File: src/rtl/serial_add_pkg.sv
// rtl/serial_add_pkg.sv - shared types and constants for the bit-serial adder
// Holds the controller state type and the default operand width.
// Build option: SERIAL_ADD_OVF_EN (signed-overflow output) is handled in the users of this package.
package serial_add_pkg;

  localparam int DEFAULT_WIDTH = 8;

  typedef enum logic [1:0] {
    IDLE  = 2'd0,
    SHIFT = 2'd1,
    DONE  = 2'd2
  } state_t;

endpackage

File: src/rtl/serial_adder_if.sv
// rtl/serial_adder_if.sv - operand/result handshake bundle for serial_adder
// Signals:
//   in_valid/in_ready : operand bundle handshake (a, b, cin)
//   a, b              : WIDTH-bit operands
//   cin               : carry-in
//   out_valid/out_ready : result handshake (sum, cout[, ovf])
//   sum               : WIDTH-bit result, cout : carry out of MSB
//   ovf               : signed overflow, only with SERIAL_ADD_OVF_EN
// Modports: master = producer/consumer side, slave = the adder.
interface serial_adder_if
  import serial_add_pkg::*;
#(
  parameter int WIDTH = DEFAULT_WIDTH
);

  logic             in_valid;
  logic             in_ready;
  logic [WIDTH-1:0] a;
  logic [WIDTH-1:0] b;
  logic             cin;
  logic             out_valid;
  logic             out_ready;
  logic [WIDTH-1:0] sum;
  logic             cout;
`ifdef SERIAL_ADD_OVF_EN
  logic             ovf;
`endif

  modport master (
    output in_valid, a, b, cin, out_ready,
    input  in_ready, out_valid, sum, cout
`ifdef SERIAL_ADD_OVF_EN
    , input ovf
`endif
  );

  modport slave (
    input  in_valid, a, b, cin, out_ready,
    output in_ready, out_valid, sum, cout
`ifdef SERIAL_ADD_OVF_EN
    , output ovf
`endif
  );

endinterface

File: src/rtl/serial_adder_fulladder.sv
// rtl/serial_adder_fulladder.sv - single-bit full adder cell used as the serial slice
// Ports:
//   a, b : addend bits
//   c    : carry in
//   s    : sum bit
//   co   : carry out
module fulladder (
  input  logic a,
  input  logic b,
  input  logic c,
  output logic s,
  output logic co
);

  assign s  = a ^ b ^ c;
  assign co = (a & b) | (a & c) | (b & c);

endmodule

File: src/rtl/serial_adder.sv
// rtl/serial_adder.sv - bit-serial ripple adder, one full-adder slice, LSB first
// Ports:
//   clk : rising-edge clock
//   rst : asynchronous active-high reset
//   bus : serial_adder_if.slave (operand handshake in, result handshake out)
// Build option: SERIAL_ADD_OVF_EN adds the signed overflow output bus.ovf.
// Latency: result valid WIDTH cycles after operand acceptance.
module serial_adder
  import serial_add_pkg::*;
#(
  parameter int WIDTH = DEFAULT_WIDTH
) (
  input  logic          clk,
  input  logic          rst,
  serial_adder_if.slave bus
);

  localparam int CW = (WIDTH > 1) ? $clog2(WIDTH) : 1;
  localparam logic [CW-1:0] LAST_BIT = CW'(WIDTH - 1);

  state_t           r_state;
  state_t           w_next_state;

  logic [WIDTH-1:0] r_a_sr;
  logic [WIDTH-1:0] r_b_sr;
  logic [WIDTH-1:0] r_sum_sr;
  logic             r_carry;
  logic [CW-1:0]    r_cnt;
  logic [WIDTH-1:0] r_sum;
  logic             r_cout;
`ifdef SERIAL_ADD_OVF_EN
  logic             r_ovf;
`endif

  logic             w_in_ready;
  logic             w_out_valid;
  logic             w_accept;
  logic             w_last;
  logic             w_slice_s;
  logic             w_slice_c;
  logic [WIDTH-1:0] w_sum_next;

  fulladder u_slice (
    .a  (r_a_sr[0]),
    .b  (r_b_sr[0]),
    .c  (r_carry),
    .s  (w_slice_s),
    .co (w_slice_c)
  );

  // New slice bit enters at the MSB so after WIDTH shifts bit 0 holds the LSB.
  assign w_sum_next = {w_slice_s, r_sum_sr[WIDTH-1:1]};
  assign w_accept   = bus.in_valid & w_in_ready;
  assign w_last     = (r_cnt == LAST_BIT);

  always_ff @(posedge clk or posedge rst) begin
    if (rst) begin
      r_state <= IDLE;
    end else begin
      r_state <= w_next_state;
    end
  end

  // Handshake outputs depend only on the registered state, never on
  // in_valid/out_ready directly.
  always_comb begin
    w_next_state = r_state;
    w_in_ready   = 1'b0;
    w_out_valid  = 1'b0;
    case (r_state)
      IDLE: begin
        w_in_ready = 1'b1;
        if (bus.in_valid) begin
          w_next_state = SHIFT;
        end
      end
      SHIFT: begin
        if (w_last) begin
          w_next_state = DONE;
        end
      end
      DONE: begin
        w_out_valid = 1'b1;
        if (bus.out_ready) begin
          w_next_state = IDLE;
        end
      end
      default: begin
        w_next_state = IDLE;
      end
    endcase
  end

  always_ff @(posedge clk or posedge rst) begin
    if (rst) begin
      r_a_sr   <= '0;
      r_b_sr   <= '0;
      r_sum_sr <= '0;
      r_carry  <= 1'b0;
      r_cnt    <= '0;
      r_sum    <= '0;
      r_cout   <= 1'b0;
`ifdef SERIAL_ADD_OVF_EN
      r_ovf    <= 1'b0;
`endif
    end else begin
      case (r_state)
        IDLE: begin
          if (w_accept) begin
            r_a_sr  <= bus.a;
            r_b_sr  <= bus.b;
            r_carry <= bus.cin;
            r_cnt   <= '0;
          end
        end
        SHIFT: begin
          r_sum_sr <= w_sum_next;
          r_a_sr   <= r_a_sr >> 1;
          r_b_sr   <= r_b_sr >> 1;
          r_carry  <= w_slice_c;
          if (w_last) begin
            // Publish the result on the final slice edge; counter stays put
            // so it never wraps inside an operation.
            r_sum  <= w_sum_next;
            r_cout <= w_slice_c;
`ifdef SERIAL_ADD_OVF_EN
            // r_carry is the carry into the MSB during the final slice.
            r_ovf  <= r_carry ^ w_slice_c;
`endif
          end else begin
            r_cnt <= r_cnt + 1'b1;
          end
        end
        default: begin
        end
      endcase
    end
  end

  assign bus.in_ready  = w_in_ready;
  assign bus.out_valid = w_out_valid;
  assign bus.sum       = r_sum;
  assign bus.cout      = r_cout;
`ifdef SERIAL_ADD_OVF_EN
  assign bus.ovf       = r_ovf;
`endif

endmodule

File: src/flat_wrapper.sv
// flat-port wrapper written by rule: the top's interface ports become plain ports
module serial_adder_flat import serial_add_pkg::*;
#(
  parameter int WIDTH = DEFAULT_WIDTH
)
  (clk, rst, bus_in_valid, bus_a, bus_b, bus_cin, bus_out_ready, bus_in_ready, bus_out_valid, bus_sum, bus_cout);
  serial_adder_if #(.WIDTH(WIDTH)) bus_i ();
  input  logic clk;
  input  logic rst;
  input wire logic [$bits(bus_i.in_valid)-1:0] bus_in_valid;
  input wire logic [$bits(bus_i.a)-1:0] bus_a;
  input wire logic [$bits(bus_i.b)-1:0] bus_b;
  input wire logic [$bits(bus_i.cin)-1:0] bus_cin;
  input wire logic [$bits(bus_i.out_ready)-1:0] bus_out_ready;
  output wire logic [$bits(bus_i.in_ready)-1:0] bus_in_ready;
  output wire logic [$bits(bus_i.out_valid)-1:0] bus_out_valid;
  output wire logic [$bits(bus_i.sum)-1:0] bus_sum;
  output wire logic [$bits(bus_i.cout)-1:0] bus_cout;
  assign bus_i.in_valid = bus_in_valid;
  assign bus_i.a = bus_a;
  assign bus_i.b = bus_b;
  assign bus_i.cin = bus_cin;
  assign bus_i.out_ready = bus_out_ready;
  assign bus_in_ready = bus_i.in_ready;
  assign bus_out_valid = bus_i.out_valid;
  assign bus_sum = bus_i.sum;
  assign bus_cout = bus_i.cout;
  serial_adder #(.WIDTH(WIDTH)) u_core (.clk(clk), .rst(rst), .bus(bus_i));
endmodule
File: config.mk
export PLATFORM = sky130hd
export DESIGN_NAME = serial_adder_flat
export DESIGN_NICKNAME = d
export VERILOG_FILES = /design/src/rtl/serial_add_pkg.sv /design/src/rtl/serial_adder_if.sv /design/src/rtl/serial_adder_fulladder.sv /design/src/rtl/serial_adder.sv /design/src/flat_wrapper.sv
export SDC_FILE = /design/constraint.sdc
export NUM_CORES = 1
export LEC_CHECK = 0
export ABC_AREA = 0
export BUFFER_PORTS_ARGS = -buffer_cell sky130_fd_sc_hd__buf_2
export CAP_MARGIN = 30
export CORE_ASPECT_RATIO = 2
export CORE_MARGIN = 2
export CORE_UTILIZATION = 54
export DETAILED_ROUTE_END_ITERATION = 12
export GPL_ROUTABILITY_DRIVEN = 0
export PLACE_DENSITY = 0.78
export SLEW_MARGIN = 40
export SYNTH_ARGS = -nofsm -noshare
export SYNTH_HDL_FRONTEND = slang
export SYNTH_SLANG_ARGS = --single-unit
File: constraint.sdc
create_clock -name clk -period 2 [get_ports clk]
set_clock_uncertainty 0.05 [all_clocks]
set_input_delay 0.4 -clock clk [delete_from_list [all_inputs] [get_ports clk]]
set_output_delay 0.4 -clock clk [all_outputs]
set_load 0.005 [all_outputs]
==> flow_metrics.tcl <==
set metrics [dict create \
    min_path_type "primary input to async pin" \
    r2r_cells 4 \
    start_util 0.555 \
    die_area_sq_um 3700 \
    cpPeakStageDelay_ns 0.47 \
    post-route-util 0.631 \
    regToRegSetupSlack_ns 0.13 \
    start_kind "register" \
    post_cts_resized 0 \
    cts_root_buffer "clkbuf_8" \
    worstPathArrival_ns 1.97 \
    syn_nets 154 \
    final_common_cell "dfrtp_1" \
    syn-mean-instance-area_sq_um 13.3 \
    worstPathCellList "ha_1 > ha_1 > nand3b_1 > mux2_1" \
    dr.pass1.iters 4 \
    portBuffers 31 \
    synthesis.area_sq_um 1730 \
    grt_overflow_total 0 \
    syn_inst 130 \
    synth.distinct_cells 25 \
    swShare 0.329 \
    critical_path.startpoint "u_core.r_cnt[0]" \
    maxSlewHeadroom 0.605 \
    io-pin-count 32 \
    drt-initial-drc-count 24 \
    die_h_um 84.1 \
    vias 1185 \
    rows 29 \
    track_usage 0.216 \
    rsz0062_at_grt "no" \
    p_leak_nw 0.898 \
    yosysSeqAreaShare 0.550 \
    nFillCells 248 \
    worstMarginPinSlew_ns 0.593 \
    drc 0 \
    async_flop_share 1.00 \
    die_x_um 44.0 \
    endpoint_kind "register" \
    placed_cell_area_sq_um 1890 \
    status "finished, final reports clean" \
    p_seq_frac 0.471 \
    reg2reg_from "u_core.r_cnt[0]" \
    insertion_delay_ns 0.28 \
    r2r-end "u_core.bus.sum[6]" \
    clkTransAtPathRegs_ns 0.07 \
    cts_setup_buffers 0 \
    p_sw_uw 972 \
    critPathSlowestCell "mux2_1" \
    ant_nets 0 \
    final-hold-violation-count 0 \
    finalSetupViolations 0 \
    htreeDepth 2 \
    ir_drop_v 0.00111 \
    p_int_mw 1.98 \
    cts_buffers 5 \
    fin_nets 184 \
    ys_warn_count 0 \
    p_per_area_nw_per_um2 1500 \
    core_sq_um 3120 \
    ys_ff_latch 38 \
    fmax_mhz 536 \
    p_clk_frac 0.161 \
    syn_to_final_growth_pct 13.8 \
    clockBufferDepth 2 \
    synth-main-ff-cell "dfrtp_1" \
    drv_slew 0 \
    antenna_cells 0 \
    cp.required_ns 2.11 \
    most-common-layout-cells "dfrtp_1 (38), buf_2 (31), or4b_1 (13), o221a_2 (13), mux2_1 (9)" \
    power_frac_comb 0.368 \
    crit_type "register to register" \
    via_per_inst 6.20 \
    wl_um 3420 \
    cap_violations 0 \
    wl_per_cell_um 17.9 \
    grt_pass1_wl_um 5990 \
    crit_fanout 10 \
    crit_end "u_core.bus.sum[6]" \
    cts_tree "done" \
    finalCriticalPeriod_ns 1.87 \
    synth_edf_count 0 \
    antenna_found_initial 0 \
    drive_gt1_frac 0.394 \
    postCtsHoldBufs 0 \
    worst_hold_slack_ns 0.170 \
    grt_pass1_vias 1279 \
    grt_max_degree 39 \
    design_area_sq_um 1970 \
    finalCritPeriodShare 0.933 \
    path_common_cell "ha_1" \
    finalSetupTns_ns 0 \
    dp_hpwl_um 2520 \
    cts_sinks 38 \
]
[kinds of logic (layout without fill, tap and decap cells)]
logic type | count (synthesis) | in the layout | share of synthesized area
AO/OA/AOI/OAI | 24 | 24 | 0.137
adder cells (fa/ha/maj) | 3 | 3 | 0.0260
buffers and inverters | 19 | 49 | 0.0521
flip-flops | 38 | 38 | 0.550
multiplexers | 16 | 16 | 0.104
AND/OR/NAND/NOR | 30 | 30 | 0.131
[critical path: cells and delay by family (launching register included)]
| family | cells | cell delay (ns) |
|---|---|---|
| fa+ha+maj | 2 | 0.42 |
| flops | 1 | 0.39 |
| mux | 1 | 0.47 |
| simple gates | 1 | 0.41 |
[area by class of cell]
| type | count | area (sq um) | area share |
|---|---|---|---|
| well taps | 31 | 38.8 | 0.0197 |
| clock inverters | 2 | 10.0 | 0.00508 |
| repair buffers | 35 | 185 | 0.0940 |
| multi-input cells | 73 | 689 | 0.350 |
| flip-flops and latches | 38 | 951 | 0.483 |
| inverters | 7 | 26.3 | 0.0133 |
| clock buffers | 5 | 68.8 | 0.0349 |
[stage by stage]
step / cells / power [mW] / worst slack (ns)
after floorplan: 130 / 2.16 / 0.420
after global placement: 184 / 2.39 / 0.273
after detailed placement: 184 / 2.51 / 0.118
after CTS: 191 / 3.00 / 0.102
after global routing: 191 / 3.19 / 0.0203
final: 191 / 2.95 / 0.134
[synthesized netlist by cell type (all sizes together), types with 2 or more instances]
| master | number | area share |
|---|---|---|
| buf | 11 | 0.035 |
| nor4b | 2 | 0.010 |
| o221a | 13 | 0.085 |
| a32o | 2 | 0.012 |
| dfrtp | 38 | 0.55 |
| mux2 | 16 | 0.10 |
| nand3 | 3 | 0.0087 |
| a221oi | 2 | 0.010 |
| nor2 | 3 | 0.0065 |
| or4b | 13 | 0.075 |
| ha | 2 | 0.014 |
| inv | 7 | 0.015 |
| nand2 | 2 | 0.0043 |
| nand2b | 5 | 0.018 |
| o221ai | 3 | 0.015 |
[worst min-delay path by stage]
| stage | slack (ns) | cells past startpoint | end | start |
|---|---|---|---|---|
| finish | 0.17 | 3 | u_core.r_b_sr[2] | rst |
| global route | 0.21 | 3 | u_core.r_b_sr[2] | rst |
| CTS | 0.18 | 3 | u_core.r_b_sr[0] | rst |
| detailed placement | 0.43 | 1 | u_core.bus.sum[3] | u_core.bus.sum[3] |
| global placement | 0.41 | 1 | u_core.bus.sum[0] | u_core.r_sum_sr[1] |
| floorplan | 0.40 | 1 | u_core.bus.sum[0] | u_core.r_sum_sr[1] |
[routing by layer]
metal  routed length (um)  track usage  vias to the layer above
met2                 1970        0.376                       31
met1                 1290        0.250                      597
met5                    0            0                        -
li1                     -            -                      553
met4                   42       0.0744                        0
met3                  119       0.0433                        4
[registers in the layout, indices dropped and copies added (netlist names)]
name,cells
u_core.r_state,2
u_core.r_a_sr,8
u_core.bus.sum,8
u_core.r_sum_sr,7
u_core.r_b_sr,8
u_core.r_carry,1
u_core.r_cnt,3
u_core.bus.cout,1
[power groups by stage]
| stage | sequential (mW) | combinational [mW] | clock (mW) |
|---|---|---|---|
| 2_1_floorplan | 1.32 | 0.836 | 0 |
| 3_3_place_gp | 1.37 | 1.02 | 0 |
| 3_5_place_dp | 1.40 | 1.11 | 0 |
| 4_1_cts | 1.39 | 1.11 | 0.495 |
| 5_1_grt | 1.44 | 1.23 | 0.520 |
| 6_report | 1.39 | 1.09 | 0.476 |
No activity file was read; power rests on OpenSTA's default activity.
